**src/rtl/program_loader_if.sv**
```systemverilog
// Bus bundle for program_loader: the incoming image word stream plus the
// dedicated RAM write port driven towards the CPU core's memory.
interface program_loader_if #(
    parameter int DATA_WIDTH    = 8,
    parameter int ADDRESS_WIDTH = 5
);
    logic                     inValid;
    logic [DATA_WIDTH-1:0]    inData;
    logic                     inReady;
    logic                     memWe;
    logic [ADDRESS_WIDTH-1:0] memAddr;
    logic [DATA_WIDTH-1:0]    memWdata;

    // Environment side: produces the stream, observes the RAM writes.
    modport master (
        output inValid,
        output inData,
        input  inReady,
        input  memWe,
        input  memAddr,
        input  memWdata
    );

    // Loader side: consumes the stream, drives the RAM writes.
    modport slave (
        input  inValid,
        input  inData,
        output inReady,
        output memWe,
        output memAddr,
        output memWdata
    );
endinterface

```
**src/rtl/program_loader.sv**
```systemverilog
// Boot/run sequencer: streams a program image into the CPU RAM while holding the
// core in reset, then releases it and times its run until halt or timeout.
module program_loader #(
    parameter int DATA_WIDTH     = 8,
    parameter int ADDRESS_WIDTH  = 5,
    parameter int CYCLE_WIDTH    = 16,
    parameter int TIMEOUT_CYCLES = 1000
) (
    input  logic                   clk,
    input  logic                   rst,
    input  logic                   i_start,
    input  logic [ADDRESS_WIDTH:0] i_loadLen,
    program_loader_if.slave        bus,
    output logic                   o_cpuNRst,
    input  logic                   i_cpuHalt,
    output logic                   o_busy,
    output logic                   o_done,
    output logic                   o_timeout,
    output logic [CYCLE_WIDTH-1:0] o_cycleCount
);

    localparam logic [2:0] S_IDLE      = 3'd0;
    localparam logic [2:0] S_LOAD      = 3'd1;
    localparam logic [2:0] S_FLUSH     = 3'd2;
    localparam logic [2:0] S_RUN       = 3'd3;
    localparam logic [2:0] S_HALTED    = 3'd4;
    localparam logic [2:0] S_TIMED_OUT = 3'd5;

    localparam int                     DEPTH_INT     = 1 << ADDRESS_WIDTH;
    localparam logic [ADDRESS_WIDTH:0] DEPTH         = DEPTH_INT[ADDRESS_WIDTH:0];
    localparam logic [ADDRESS_WIDTH:0] PTR_ONE       = {{ADDRESS_WIDTH{1'b0}}, 1'b1};
    localparam logic [CYCLE_WIDTH-1:0] CNT_ONE       = {{(CYCLE_WIDTH-1){1'b0}}, 1'b1};
    localparam logic [CYCLE_WIDTH-1:0] TIMEOUT_LIMIT = TIMEOUT_CYCLES[CYCLE_WIDTH-1:0];

    logic [2:0]               r_state;
    logic [ADDRESS_WIDTH:0]   r_len;
    logic [ADDRESS_WIDTH:0]   r_ptr;
    logic                     r_memWe;
    logic [ADDRESS_WIDTH-1:0] r_memAddr;
    logic [DATA_WIDTH-1:0]    r_memWdata;
    logic                     r_cpuNRst;
    logic                     r_busy;
    logic                     r_done;
    logic                     r_timeout;
    logic [CYCLE_WIDTH-1:0]   r_cycleCount;

    logic                     w_inReady;
    logic                     w_accept;
    logic                     w_lastWord;
    logic [ADDRESS_WIDTH:0]   w_clampedLen;
    logic [CYCLE_WIDTH-1:0]   w_nextCount;

    // Clamping the length to the RAM depth is what keeps the write pointer from wrapping.
    assign w_clampedLen = (i_loadLen > DEPTH) ? DEPTH : i_loadLen;
    assign w_inReady    = (r_state == S_LOAD);
    assign w_accept     = bus.inValid & w_inReady;
    assign w_lastWord   = ((r_ptr + PTR_ONE) == r_len);
    assign w_nextCount  = r_cycleCount + CNT_ONE;

    always_ff @(posedge clk) begin
        if (rst) begin
            r_state      <= S_IDLE;
            r_len        <= '0;
            r_ptr        <= '0;
            r_memWe      <= 1'b0;
            r_memAddr    <= '0;
            r_memWdata   <= '0;
            r_cpuNRst    <= 1'b0;
            r_busy       <= 1'b0;
            r_done       <= 1'b0;
            r_timeout    <= 1'b0;
            r_cycleCount <= '0;
        end else begin
            r_memWe <= 1'b0;
            case (r_state)
                S_IDLE, S_HALTED, S_TIMED_OUT: begin
                    if (i_start) begin
                        r_len        <= w_clampedLen;
                        r_ptr        <= '0;
                        r_done       <= 1'b0;
                        r_timeout    <= 1'b0;
                        r_cycleCount <= '0;
                        r_cpuNRst    <= 1'b0;
                        r_busy       <= 1'b1;
                        r_state      <= (w_clampedLen == '0) ? S_FLUSH : S_LOAD;
                    end
                end
                S_LOAD: begin
                    if (w_accept) begin
                        r_memWe    <= 1'b1;
                        r_memAddr  <= r_ptr[ADDRESS_WIDTH-1:0];
                        r_memWdata <= bus.inData;
                        r_ptr      <= r_ptr + PTR_ONE;
                        if (w_lastWord) begin
                            r_state <= S_FLUSH;
                        end
                    end
                end
                S_FLUSH: begin
                    r_state   <= S_RUN;
                    r_cpuNRst <= 1'b1;
                end
                S_RUN: begin
                    // A sampled halt wins over a limit reached on the same edge.
                    if (i_cpuHalt) begin
                        r_state <= S_HALTED;
                        r_busy  <= 1'b0;
                        r_done  <= 1'b1;
                    end else begin
                        r_cycleCount <= w_nextCount;
                        if (w_nextCount == TIMEOUT_LIMIT) begin
                            r_state   <= S_TIMED_OUT;
                            r_busy    <= 1'b0;
                            r_done    <= 1'b1;
                            r_timeout <= 1'b1;
                            r_cpuNRst <= 1'b0;
                        end
                    end
                end
                default: begin
                    r_state <= S_IDLE;
                    r_busy  <= 1'b0;
                end
            endcase
        end
    end

    assign bus.inReady  = w_inReady;
    assign bus.memWe    = r_memWe;
    assign bus.memAddr  = r_memAddr;
    assign bus.memWdata = r_memWdata;
    assign o_cpuNRst    = r_cpuNRst;
    assign o_busy       = r_busy;
    assign o_done       = r_done;
    assign o_timeout    = r_timeout;
    assign o_cycleCount = r_cycleCount;

endmodule

```
**src/flat_wrapper.sv**
```systemverilog
// flat-port wrapper written by rule: the top's interface ports become plain ports
module program_loader_flat 
#(
    parameter int DATA_WIDTH     = 8,
    parameter int ADDRESS_WIDTH  = 5,
    parameter int CYCLE_WIDTH    = 16,
    parameter int TIMEOUT_CYCLES = 1000
)
  (clk, rst, i_start, i_loadLen, o_cpuNRst, i_cpuHalt, o_busy, o_done, o_timeout, o_cycleCount, bus_inValid, bus_inData, bus_inReady, bus_memWe, bus_memAddr, bus_memWdata);
  program_loader_if #(.DATA_WIDTH(DATA_WIDTH), .ADDRESS_WIDTH(ADDRESS_WIDTH)) bus_i ();
  input  logic clk;
  input  logic rst;
  input  logic i_start;
  input  logic [ADDRESS_WIDTH:0] i_loadLen;
  output logic o_cpuNRst;
  input  logic i_cpuHalt;
  output logic o_busy;
  output logic o_done;
  output logic o_timeout;
  output logic [CYCLE_WIDTH-1:0] o_cycleCount;
  input wire logic [$bits(bus_i.inValid)-1:0] bus_inValid;
  input wire logic [$bits(bus_i.inData)-1:0] bus_inData;
  output wire logic [$bits(bus_i.inReady)-1:0] bus_inReady;
  output wire logic [$bits(bus_i.memWe)-1:0] bus_memWe;
  output wire logic [$bits(bus_i.memAddr)-1:0] bus_memAddr;
  output wire logic [$bits(bus_i.memWdata)-1:0] bus_memWdata;
  assign bus_i.inValid = bus_inValid;
  assign bus_i.inData = bus_inData;
  assign bus_inReady = bus_i.inReady;
  assign bus_memWe = bus_i.memWe;
  assign bus_memAddr = bus_i.memAddr;
  assign bus_memWdata = bus_i.memWdata;
  program_loader #(.DATA_WIDTH(DATA_WIDTH), .ADDRESS_WIDTH(ADDRESS_WIDTH), .CYCLE_WIDTH(CYCLE_WIDTH), .TIMEOUT_CYCLES(TIMEOUT_CYCLES)) u_core (.clk(clk), .rst(rst), .i_start(i_start), .i_loadLen(i_loadLen), .bus(bus_i), .o_cpuNRst(o_cpuNRst), .i_cpuHalt(i_cpuHalt), .o_busy(o_busy), .o_done(o_done), .o_timeout(o_timeout), .o_cycleCount(o_cycleCount));
endmodule
```
**config.mk**
```make
export PLATFORM = sky130hd
export DESIGN_NAME = program_loader_flat
export DESIGN_NICKNAME = d
export VERILOG_FILES = /design/src/rtl/program_loader_if.sv /design/src/rtl/program_loader.sv /design/src/flat_wrapper.sv
export SDC_FILE = /design/constraint.sdc
export NUM_CORES = 1
export LEC_CHECK = 0
export CORE_UTILIZATION = 25
export CTS_CLUSTER_SIZE = 16
export DETAILED_ROUTE_END_ITERATION = 8
export PLACE_DENSITY_LB_ADDON = 0.05
export SYNTH_ARGS = -nofsm -noshare
export SYNTH_HDL_FRONTEND = slang
export SYNTH_SLANG_ARGS = --single-unit
```
**constraint.sdc**
```tcl
create_clock -name clk -period 2.7 [get_ports clk]
set_clock_uncertainty 0.2 [all_clocks]
set_input_delay 0.54 -clock clk [delete_from_list [all_inputs] [get_ports clk]]
set_output_delay 0.54 -clock clk [all_outputs]
set_load 0.1 [all_outputs]
```
==> results of run 1 <==
==> worst max-delay path: cells and delay by family (launching register included) <==
| kind | cells | cell delay [ns] |
|---|---|---|
| AO/OA/AOI/OAI | 3 | 0.77 |
| adder cells (fa/ha/maj) | 1 | 0.27 |
| flip-flops | 1 | 0.38 |
| AND/OR/NAND/NOR | 2 | 0.73 |
==> per-layer routing <==
layer | GRT usage (%) | wire, um | vias to the layer above
li1 | - | - | 1272
met1 | 20.4 | 3810 | 1157
met2 | 22.5 | 3080 | 35
met3 | 2.85 | 196 | 5
met4 | 3.90 | 77 | 0
met5 | 0 | 0 | -
==> logic make-up (layout without fill, tap and decap cells) <==
kind of cell	after synthesis	count (layout)	share of synthesized area, %
AO/OA/AOI/OAI	88	88	21.4
XOR/XNOR	11	11	3.77
adder cells (fa/ha/maj)	3	3	1.47
buffers and inverters	28	76	4.65
flip-flops	49	49	38.4
multiplexers	1	1	0.441
AND/OR/NAND/NOR	157	157	29.8
==> placed cells by master (no fill, tap or decap), drive strengths merged, types with 3 or more instances in the layout <==
| master | count |
|---|---|
| a21oi | 42 |
| and3 | 3 |
| xor2 | 5 |
| o21ai | 17 |
| xnor2 | 6 |
| a31oi | 5 |
| nor3b | 7 |
| dfxtp | 49 |
| nand2b | 4 |
| nand2 | 53 |
| inv | 6 |
| nor4 | 7 |
| nor2 | 48 |
| buf | 45 |
| o211ai | 3 |
| clkdlybuf4s50 | 17 |
| nand3 | 13 |
| ha | 3 |
| a21o | 3 |
| nand4 | 4 |
| nor3 | 9 |
| clkbuf | 6 |
| a311oi | 3 |
| nor2b | 3 |
==> path summary, 6_finish.rpt <==
path	from	end
setup / recovery	u_core.o_cycleCount[0]	u_core.r_state[2]
hold / removal	u_core.bus.memAddr[4]	u_core.bus.memAddr[4]
setup reg to reg	u_core.o_cycleCount[0]	u_core.r_state[2]
hold reg to reg	u_core.bus.memAddr[4]	u_core.bus.memAddr[4]
==> report_power, final <==
group / internal, uW / switching, uW
Combinational: 118 / 281
Clock: 188 / 291
Sequential: 751 / 29.3
==> sequential cells by signal, summed over array words and instances (netlist names) <==
signal / flops
u_core.bus.memWe: 1
u_core.bus.memWdata: 8
u_core.o_timeout: 1
u_core.o_cpuNRst: 1
u_core.o_cycleCount: 16
u_core.r_ptr: 6
u_core.r_state: 3
u_core.o_done: 1
u_core.r_len: 6
u_core.o_busy: 1
u_core.bus.memAddr: 5
==> metrics by stage <==
| stage | total power [uW] | hold WS [ns] |
|---|---|---|
| finish | 1660 | 0.261 |
| CTS | 1690 | 0.263 |
| global placement | 1200 | 0.245 |
| detailed placement | 1200 | 0.248 |
| global route | 1750 | 0.284 |
| floorplan | 1080 | 0.248 |
==> synthesized netlist by cell type, drive strengths merged, types with 5 or more instances <==
cell type and n:
nor4 7, dfxtp 49, nor2 48, a31oi 5
o21ai 17, a21oi 42, xor2 5, nand2 53
nor3b 7, buf 7, xnor2 6, nand3 13
inv 5, nor3 9, clkbuf 16
==> cell type report <==
type	instances	area share, %
clock inverter	3	0.772
tap	133	5.13
timing repair buffer	63	15.8
clock buffer	5	2.12
inverter	5	0.579
sequential	49	30.7
multi-input combinational	260	44.9
==> results.ini, run 1 <==
[run_status]
status = complete, no violations

[clocking]
cts_tree = done
clockBufferDepth = 2
post_cts_resized = 0
h-tree-depth = 2
cts_setup_buffers = 0
clk_latency_ns = 0.32
cts.sinks = 49
cts-root-buf = clkbuf_8
ctsHoldBuffers = 0
cts_made_buffers = 5
clk_pin_slew_worst_paths_ns = 0.11

[timing]
max_slew_margin_pct = 70.3
fin_crit_sh_pct = 89.6
worst_slack_ns = 0.280
fmax_mhz = 413
worst_pin_slew_ns = 0.445
rsz0062_at_grt = no
period_minus_slack_ns = 2.42
setup_viol = 0
tns_ns = 0
hold_viol_final = 0
final_max_slew_viol_count = 0

[layout]
fill_cells = 1126
stdcell_count = 518
layout-drive-gt1-share_pct = 19.5
regArea_um2 = 995
diodes = 0
final_area_um2 = 3240
syn2layout_area_growth_pct = 27.0
final_core_util_pct = 33.0
multi_input_area_um2 = 1460
nets = 406

[setup_path]
crit_fanout = 8
cp.required_ns = 2.76
cp-end-kind = flop
worstSetupPathType = reg2reg
critPathArrivalTime_ns = 2.48
start_kind = flop
slowest_delay_ns = 0.51
rrSetupSlack_ns = 0.28
slowest_stage = or4b_4
worstPathCellList = ha_1 > or4b_4 > a2111oi_4 > nand4_2 > a21oi_1 > o221a_1
r2r_cells = 6

[grt]
antenna_found_initial = 0
grt_overflow = 0
grt_pass1_vias = 2302
grt_max_degree = 32
grt_use_total_pct = 14.5
grt_pass1_wl_um = 11900

[die]
core_um2 = 9820
num_rows = 36
dieArea_um2 = 10600
die_w_um = 103
io_pins = 54
dieHeight_um = 103
start_util_pct = 26.0

[drt]
post_drt_wl_per_cell_um = 13.8
vias = 2469
drtPass1Iterations = 4
post-route-drc-count = 0
ant_nets = 0
drt-initial-drc-count = 79
drt-total-wl_um = 7160
viasPerCell = 4.77

[yosys]
async_reset_ff_share_pct = 0
syn_inst = 337
yosys.area.top_type_share_pct = 38.4
synth_seq_area_share_pct = 38.4
syn-num-nets = 359
synth_seq_cells = 49
avgSynthCellArea_um2 = 7.58
ys_types = 51
synth_edf_count = 0
synth_top_cells_by_area = dfxtp_1 38%, a21oi_1 8.2%, nand2_1 7.8%
yosys_warnings = 0
ys.flop_type = dfxtp_1
syn_area_um2 = 2550
yosys.area.top_type = dfxtp_1

[placement]
place_hpwl_um = 4920
post_dp_cell_area_um2 = 3150
gp_congestion = 0.754
portBuffers = 53
dpl_worst_slack_ns = 0.304
place_inst = 510

[flow_run]
drv_cap = 0

[power]
ir_drop_mv = 0.233
power_density_nw_per_um2 = 512
p_leak_uw = 0.00125

[min_path]
min_path_type = reg2reg
whs_path_depth = 2

Note: power is estimated with default switching activity, not from simulation.
==> run 2, diff against run 1 <==
Settings changed: CORE_MARGIN set to 5.
==> run 2 against run 1 <==
  * Cell area is 0.15% lower
  * Final cell count fell by 0.19%
  * First-iteration DRC count increased by 72%
  * Setup slack got worse by 0.074 ns
  * Die area increased by 16%
  * Via count hardly changed
  * Count of clock-buffer cells in the layout increased by 1
  * Hold slack about the same
  * Critical endpoint unchanged
  * Largest cell class unchanged
  * Largest power group unchanged
  * Highest routed layer unchanged
==> results.ini, run 2 (synthesis gave the netlist of run 1 again) <==
[run_status]
status = complete, no violations

[power]
p_leak_uw = 0.00125  ; +0.13%
power.switching_uw = 578  ; -3.9%
ir_drop_mv = 0.288  ; +24%
pwr-share-comb_pct = 24.5  ; +0.4 points
p_sw_share_pct = 34.8  ; -1.4 points
power_density_nw_per_um2 = 513  ; +0.16%
pwr-share-clk_pct = 28.4  ; -0.5 points
internal-power_uw = 1080  ; +2.2%
p_total_uw = 1660  ; about the same
power_frac_seq_pct = 47.1  ; about the same

[setup_path]
cp-end-kind = flop
start_kind = flop
cp.required_ns = 2.75  ; about the same
critPathArrivalTime_ns = 2.55  ; +0.07 ns
slowest_delay_ns = 0.42  ; -0.09 ns
crit_fanout = 8  ; unchanged
slowest_stage = dfxtp_2
rrSetupSlack_ns = 0.21  ; -0.07 ns
worstSetupPathType = reg2reg
worstPathCellList = ha_1 > nand3_1 > nor2_1 > xnor2_1 > a2111oi_4 > nand4_2 > a21oi_1 > o221a_1

[layout]
diodes = 0  ; unchanged
fill_cells = 1086  ; -3.6%
syn2layout_area_growth_pct = 26.8
final_cell_mix = 53 x nand2_1, 47 x nor2_1, 44 x buf_4
regArea_um2 = 995  ; unchanged
nets = 405  ; -0.25%
layout_commonest_cell = nand2_1
multi_input_area_um2 = 1460  ; unchanged
layout-drive-gt1-share_pct = 19.3  ; -0.21 points
largest_reg_flops = 16  ; unchanged
final_core_util_pct = 32.8  ; -0.20 points

[die]
core_um2 = 9860  ; +0.46%
die_w_um = 111  ; +7.8%
io_pins = 54  ; unchanged
num_rows = 36  ; unchanged
dieArea_um2 = 12300  ; +16%
dieHeight_um = 111  ; +7.8%
start_util_pct = 25.9  ; -0.12 points

[drt]
drt-total-wl_um = 7320  ; +2.3%
vias = 2470  ; +0.041%
post-route-drc-count = 0  ; unchanged
viasPerCell = 4.78  ; +0.23%
drtPass1Iterations = 4  ; unchanged
post_drt_wl_per_cell_um = 14.2  ; +2.5%
ant_nets = 0  ; unchanged
drt-initial-drc-count = 136  ; +72%

[clocking]
h-tree-depth = 2  ; unchanged
post_cts_resized = 0  ; unchanged
cts.sinks = 49  ; unchanged
clk_latency_ns = 0.30  ; -0.02 ns
clockBufferDepth = 2  ; unchanged
cts-root-buf = clkbuf_8
cts_made_buffers = 5  ; unchanged
clk_pin_slew_worst_paths_ns = 0.10  ; about the same
ctsHoldBuffers = 0  ; unchanged
cts_setup_buffers = 0  ; unchanged
cts_tree = done

[placement]
portBuffers = 53  ; unchanged
place_hpwl_um = 5230  ; +6.3%
gp_congestion = 0.737  ; -2.2%

[timing]
fmax_mhz = 401  ; -3.0%
setup_viol = 0  ; unchanged
final_max_slew_viol_count = 0  ; unchanged
max_slew_margin_pct = 66.6  ; -3.7 points
period_minus_slack_ns = 2.49  ; +0.0742 ns
tns_ns = 0  ; unchanged
rsz0062_at_grt = no
fin_crit_sh_pct = 92.4  ; +2.7 points
worst_pin_slew_ns = 0.501  ; +0.0561 ns
hold_viol_final = 0  ; unchanged

[grt]
grt_pass1_vias = 2345  ; +1.9%
grt_max_degree = 25  ; -22%
antenna_found_initial = 0  ; unchanged
grt_pass1_wl_um = 12100  ; +1.9%
grt_overflow = 0  ; unchanged
grt_use_total_pct = 11.7  ; -2.8 points

[flow_run]
drv_cap = 0  ; unchanged

[min_path]
min_path_type = reg2reg

[run 2: changes by cell type in the layout (fill, tap and decap cells not counted)]
cell	before	now
buf_2	0	1
buf_4	45	44
clkbuf_2	1	0
clkbuf_8	5	6
clkinv_2	0	1
clkinvlp_4	1	0
inv_6	1	0
[run 2: worst paths after layout]
| path | startpoint | to | cells after the start |
|---|---|---|---|
| max | u_core.o_cycleCount[0] | u_core.r_state[2] | 8 |
| min | u_core.bus.memAddr[2] | u_core.bus.memAddr[2] | 2 |
| max reg2reg | u_core.o_cycleCount[0] | u_core.r_state[2] | 8 |
| min reg2reg | u_core.bus.memAddr[2] | u_core.bus.memAddr[2] | 2 |
[run 2: through the flow]
stage | area, um2 | std cells | worst slack (ns) | hold slack [ns]
2_1_floorplan | 2570 | 337 | 0.0102 | 0.248
3_3_place_gp | 3140 | 509 | 0.305 | 0.244
3_5_place_dp | 3140 | 509 | 0.240 | 0.250
4_1_cts | 3240 | 517 | 0.204 | 0.265
5_1_grt | 3240 | 517 | 0.0312 | 0.274
6_report | 3240 | 517 | 0.206 | 0.261
[run 2: per-layer routing]
metal	vias up	track usage, %	share of wire, %
met3	6	2.62	3.7
met5	-	0	0
met2	41	18.5	45
met1	1150	16.1	51
met4	0	3.24	1.1
li1	1273	-	-
[run 2: cell type report]
| cell class | instances | area share (%) |
|---|---|---|
| multi-input combinational | 260 | 45.0 |
| sequential | 49 | 30.7 |
| timing repair buffer | 62 | 15.6 |
| tap | 133 | 5.14 |
| clock buffer | 6 | 2.55 |
| inverter | 5 | 0.580 |
| clock inverter | 2 | 0.425 |
[run 2: worst max-delay path, delay by kind of cell (launching register included)]
| kind | cells | cell delay, ns |
|---|---|---|
| AND/OR/NAND/NOR | 3 | 0.66 |
| XOR/XNOR | 1 | 0.12 |
| flip-flops | 1 | 0.42 |
| adder cells (fa/ha/maj) | 1 | 0.29 |
| AO/OA/AOI/OAI | 3 | 0.75 |
[run 2: power by group through the flow]
stage                     clock [uW]  sequential, uW  combinational, uW
after global placement             0             797                412
after floorplan                    0             889                190
after CTS                        498             781                412
final                            471             781                407
after global routing             517             786                441
after detailed placement           0             798                411
==> run 3, diff against run 2 <==
Settings changed: CELL_PAD_IN_SITES_DETAIL_PLACEMENT set to 1, CELL_PAD_IN_SITES_GLOBAL_PLACEMENT set to 1, CORE_MARGIN 5 to unset.
==> run 3 against run 2 <==
  * Final cell count up 0.39%
  * Cell area increased by 1.2%
  * Die area down 14%
  * Sequential cell count is the same
  * Sequential share of layout area is 0.36 points lower
  * Global-route usage increased by 3.3 points
  * Count of clock-buffer cells in the layout is the same
  * Setup slack gained 0.00097 ns
  * Critical path depth increased by 1
  * Total power up 6.2%
  * Critical path type unchanged
==> results.ini, run 3 (synthesis gave the netlist of run 1 again) <==
[timing]
period_minus_slack_ns = 2.49  ; -0.000968 ns
rsz0062_at_grt = no
max_slew_margin_pct = 62.4  ; -4.2 points
fmax_mhz = 401  ; about the same
setup_viol = 0  ; unchanged
tns_ns = 0  ; unchanged
worst_pin_slew_ns = 0.562  ; +0.0614 ns
final_max_slew_viol_count = 0  ; unchanged
hold_viol_final = 0  ; unchanged
fin_crit_sh_pct = 92.3  ; about the same
hold_slack_ns = 0.260  ; -0.00191 ns
worst_slack_ns = 0.207  ; +0.000968 ns

[setup_path]
critPathArrivalTime_ns = 2.54  ; about the same
worstSetupPathType = reg2reg
crit_fanout = 9  ; +1
cp.required_ns = 2.75  ; about the same
cp-end-kind = flop
startpoint = u_core.o_cycleCount[1]
r2r_start = u_core.o_cycleCount[1]
start_kind = flop

[layout]
largest_reg_flops = 16  ; unchanged
layout_commonest_cell = nand2_1
layout-drive-gt1-share_pct = 19.7  ; +0.42 points
syn2layout_area_growth_pct = 28.3
final_area_um2 = 3280  ; +1.2%
final_cell_mix = 53 x nand2_1, 47 x nor2_1, 46 x buf_4
nets = 407  ; +0.49%
diodes = 0  ; unchanged

[drt]
viasPerCell = 4.88  ; +2.1%
post-route-drc-count = 0  ; unchanged
ant_nets = 0  ; unchanged
drt-initial-drc-count = 94  ; -31%
vias = 2532  ; +2.5%
drtPass1Iterations = 4  ; unchanged
post_drt_wl_per_cell_um = 14.9  ; +5.1%
drt-total-wl_um = 7720  ; +5.5%

[die]
die_w_um = 103  ; -7.2%
num_rows = 36  ; unchanged
dieHeight_um = 103  ; -7.2%
core_um2 = 9820  ; -0.46%
dieArea_um2 = 10600  ; -14%
io_pins = 54  ; unchanged
start_util_pct = 26.0  ; +0.12 points

[grt]
grt_max_degree = 26  ; +4.0%
grt_use_total_pct = 15.0  ; +3.3 points
grt_pass1_wl_um = 12200  ; +1.0%
grt_overflow = 0  ; unchanged
antenna_found_initial = 0  ; unchanged
grt_pass1_vias = 2312  ; -1.4%

[clocking]
clockBufferDepth = 2  ; unchanged
ctsHoldBuffers = 0  ; unchanged
cts_made_buffers = 5  ; unchanged
clk_latency_ns = 0.31  ; about the same
clk_pin_slew_worst_paths_ns = 0.09  ; about the same
cts_tree = done
h-tree-depth = 2  ; unchanged
cts.sinks = 49  ; unchanged
cts_setup_buffers = 0  ; unchanged
post_cts_resized = 0  ; unchanged
cts-root-buf = clkbuf_8

[placement]
dpl_worst_slack_ns = 0.220  ; -0.0197 ns
post_dp_cell_area_um2 = 3160  ; +0.48%
place_hpwl_um = 5590  ; +6.9%
portBuffers = 53  ; unchanged
gp_congestion = 0.764  ; +3.6%

[min_path]
min_path_type = reg2reg
hp-start = u_core.bus.memAddr[3]

[power]
p_leak_uw = 0.00126  ; +1.3%
power_density_nw_per_um2 = 538  ; +4.9%
ir_drop_mv = 0.205  ; -29%

[flow_run]
drv_cap = 0  ; unchanged

[run_status]
status = complete, no violations

==> run 3: changes by cell type in the layout (fill, tap and decap cells not counted) <==
cell        previous run  this run
clkinv_2               1         0
clkinvlp_4             0         1
clkinv_4               1         0
bufinv_16              0         1
buf_4                 44        46
==> run 3: final cells by class <==
type / instances / area, um2
inverters: 5 / 18.8
fillers: 1240 / 6540
flip-flops and latches: 49 / 995
multi-input cells: 260 / 1460
clock inverters: 2 / 37.5
well taps: 133 / 166
repair buffers: 64 / 520
clock buffers: 6 / 82.6
==> run 3: worst paths after layout <==
kind | endpoint | slack (ns) | cells past startpoint
min | u_core.bus.memAddr[3] | 0.26 | 2
max | u_core.r_state[2] | 0.21 | 9
max reg2reg | u_core.r_state[2] | 0.21 | 9
min reg2reg | u_core.bus.memAddr[3] | 0.26 | 2
==> run 3: per-layer routing <==
metal  routed length (um)  share of wire, %  GRT usage (%)  up-vias
met3                  219               2.8           2.24        6
met2                 3380                44           23.0       41
met4                   76              0.98           3.58        0
met1                 4050                52           21.9     1204
li1                     -                 -              -     1281
met5                    0                 0              0        -
==> run 3: report_power, final <==
group          switching (uW)  leakage [uW]  internal (uW)
Sequential               30.0      0.000402            751
Clock                     268     0.0000574            302
Combinational             291      0.000803            120
==> run 3: stage by stage <==
| step | total power [uW] | std cells | utilization, % |
|---|---|---|---|
| 3_3_place_gp | 1210 | 511 | 32.1 |
| 5_1_grt | 1850 | 519 | 33.4 |
| 6_report | 1760 | 519 | 33.4 |
| 2_1_floorplan | 1080 | 337 | - |
| 4_1_cts | 1790 | 519 | 33.4 |
| 3_5_place_dp | 1210 | 511 | 32.1 |
==> run 3: worst max-delay path, cell delays in order, from the launching register on <==
cell and delay [ns]:
dfxtp_2 0.44, ha_1 0.31, nand3_1 0.16, buf_4 0.20
nor4_2 0.24, nand3_1 0.12, o31ai_1 0.12, nand4_2 0.25
a21oi_1 0.20, o221a_1 0.19
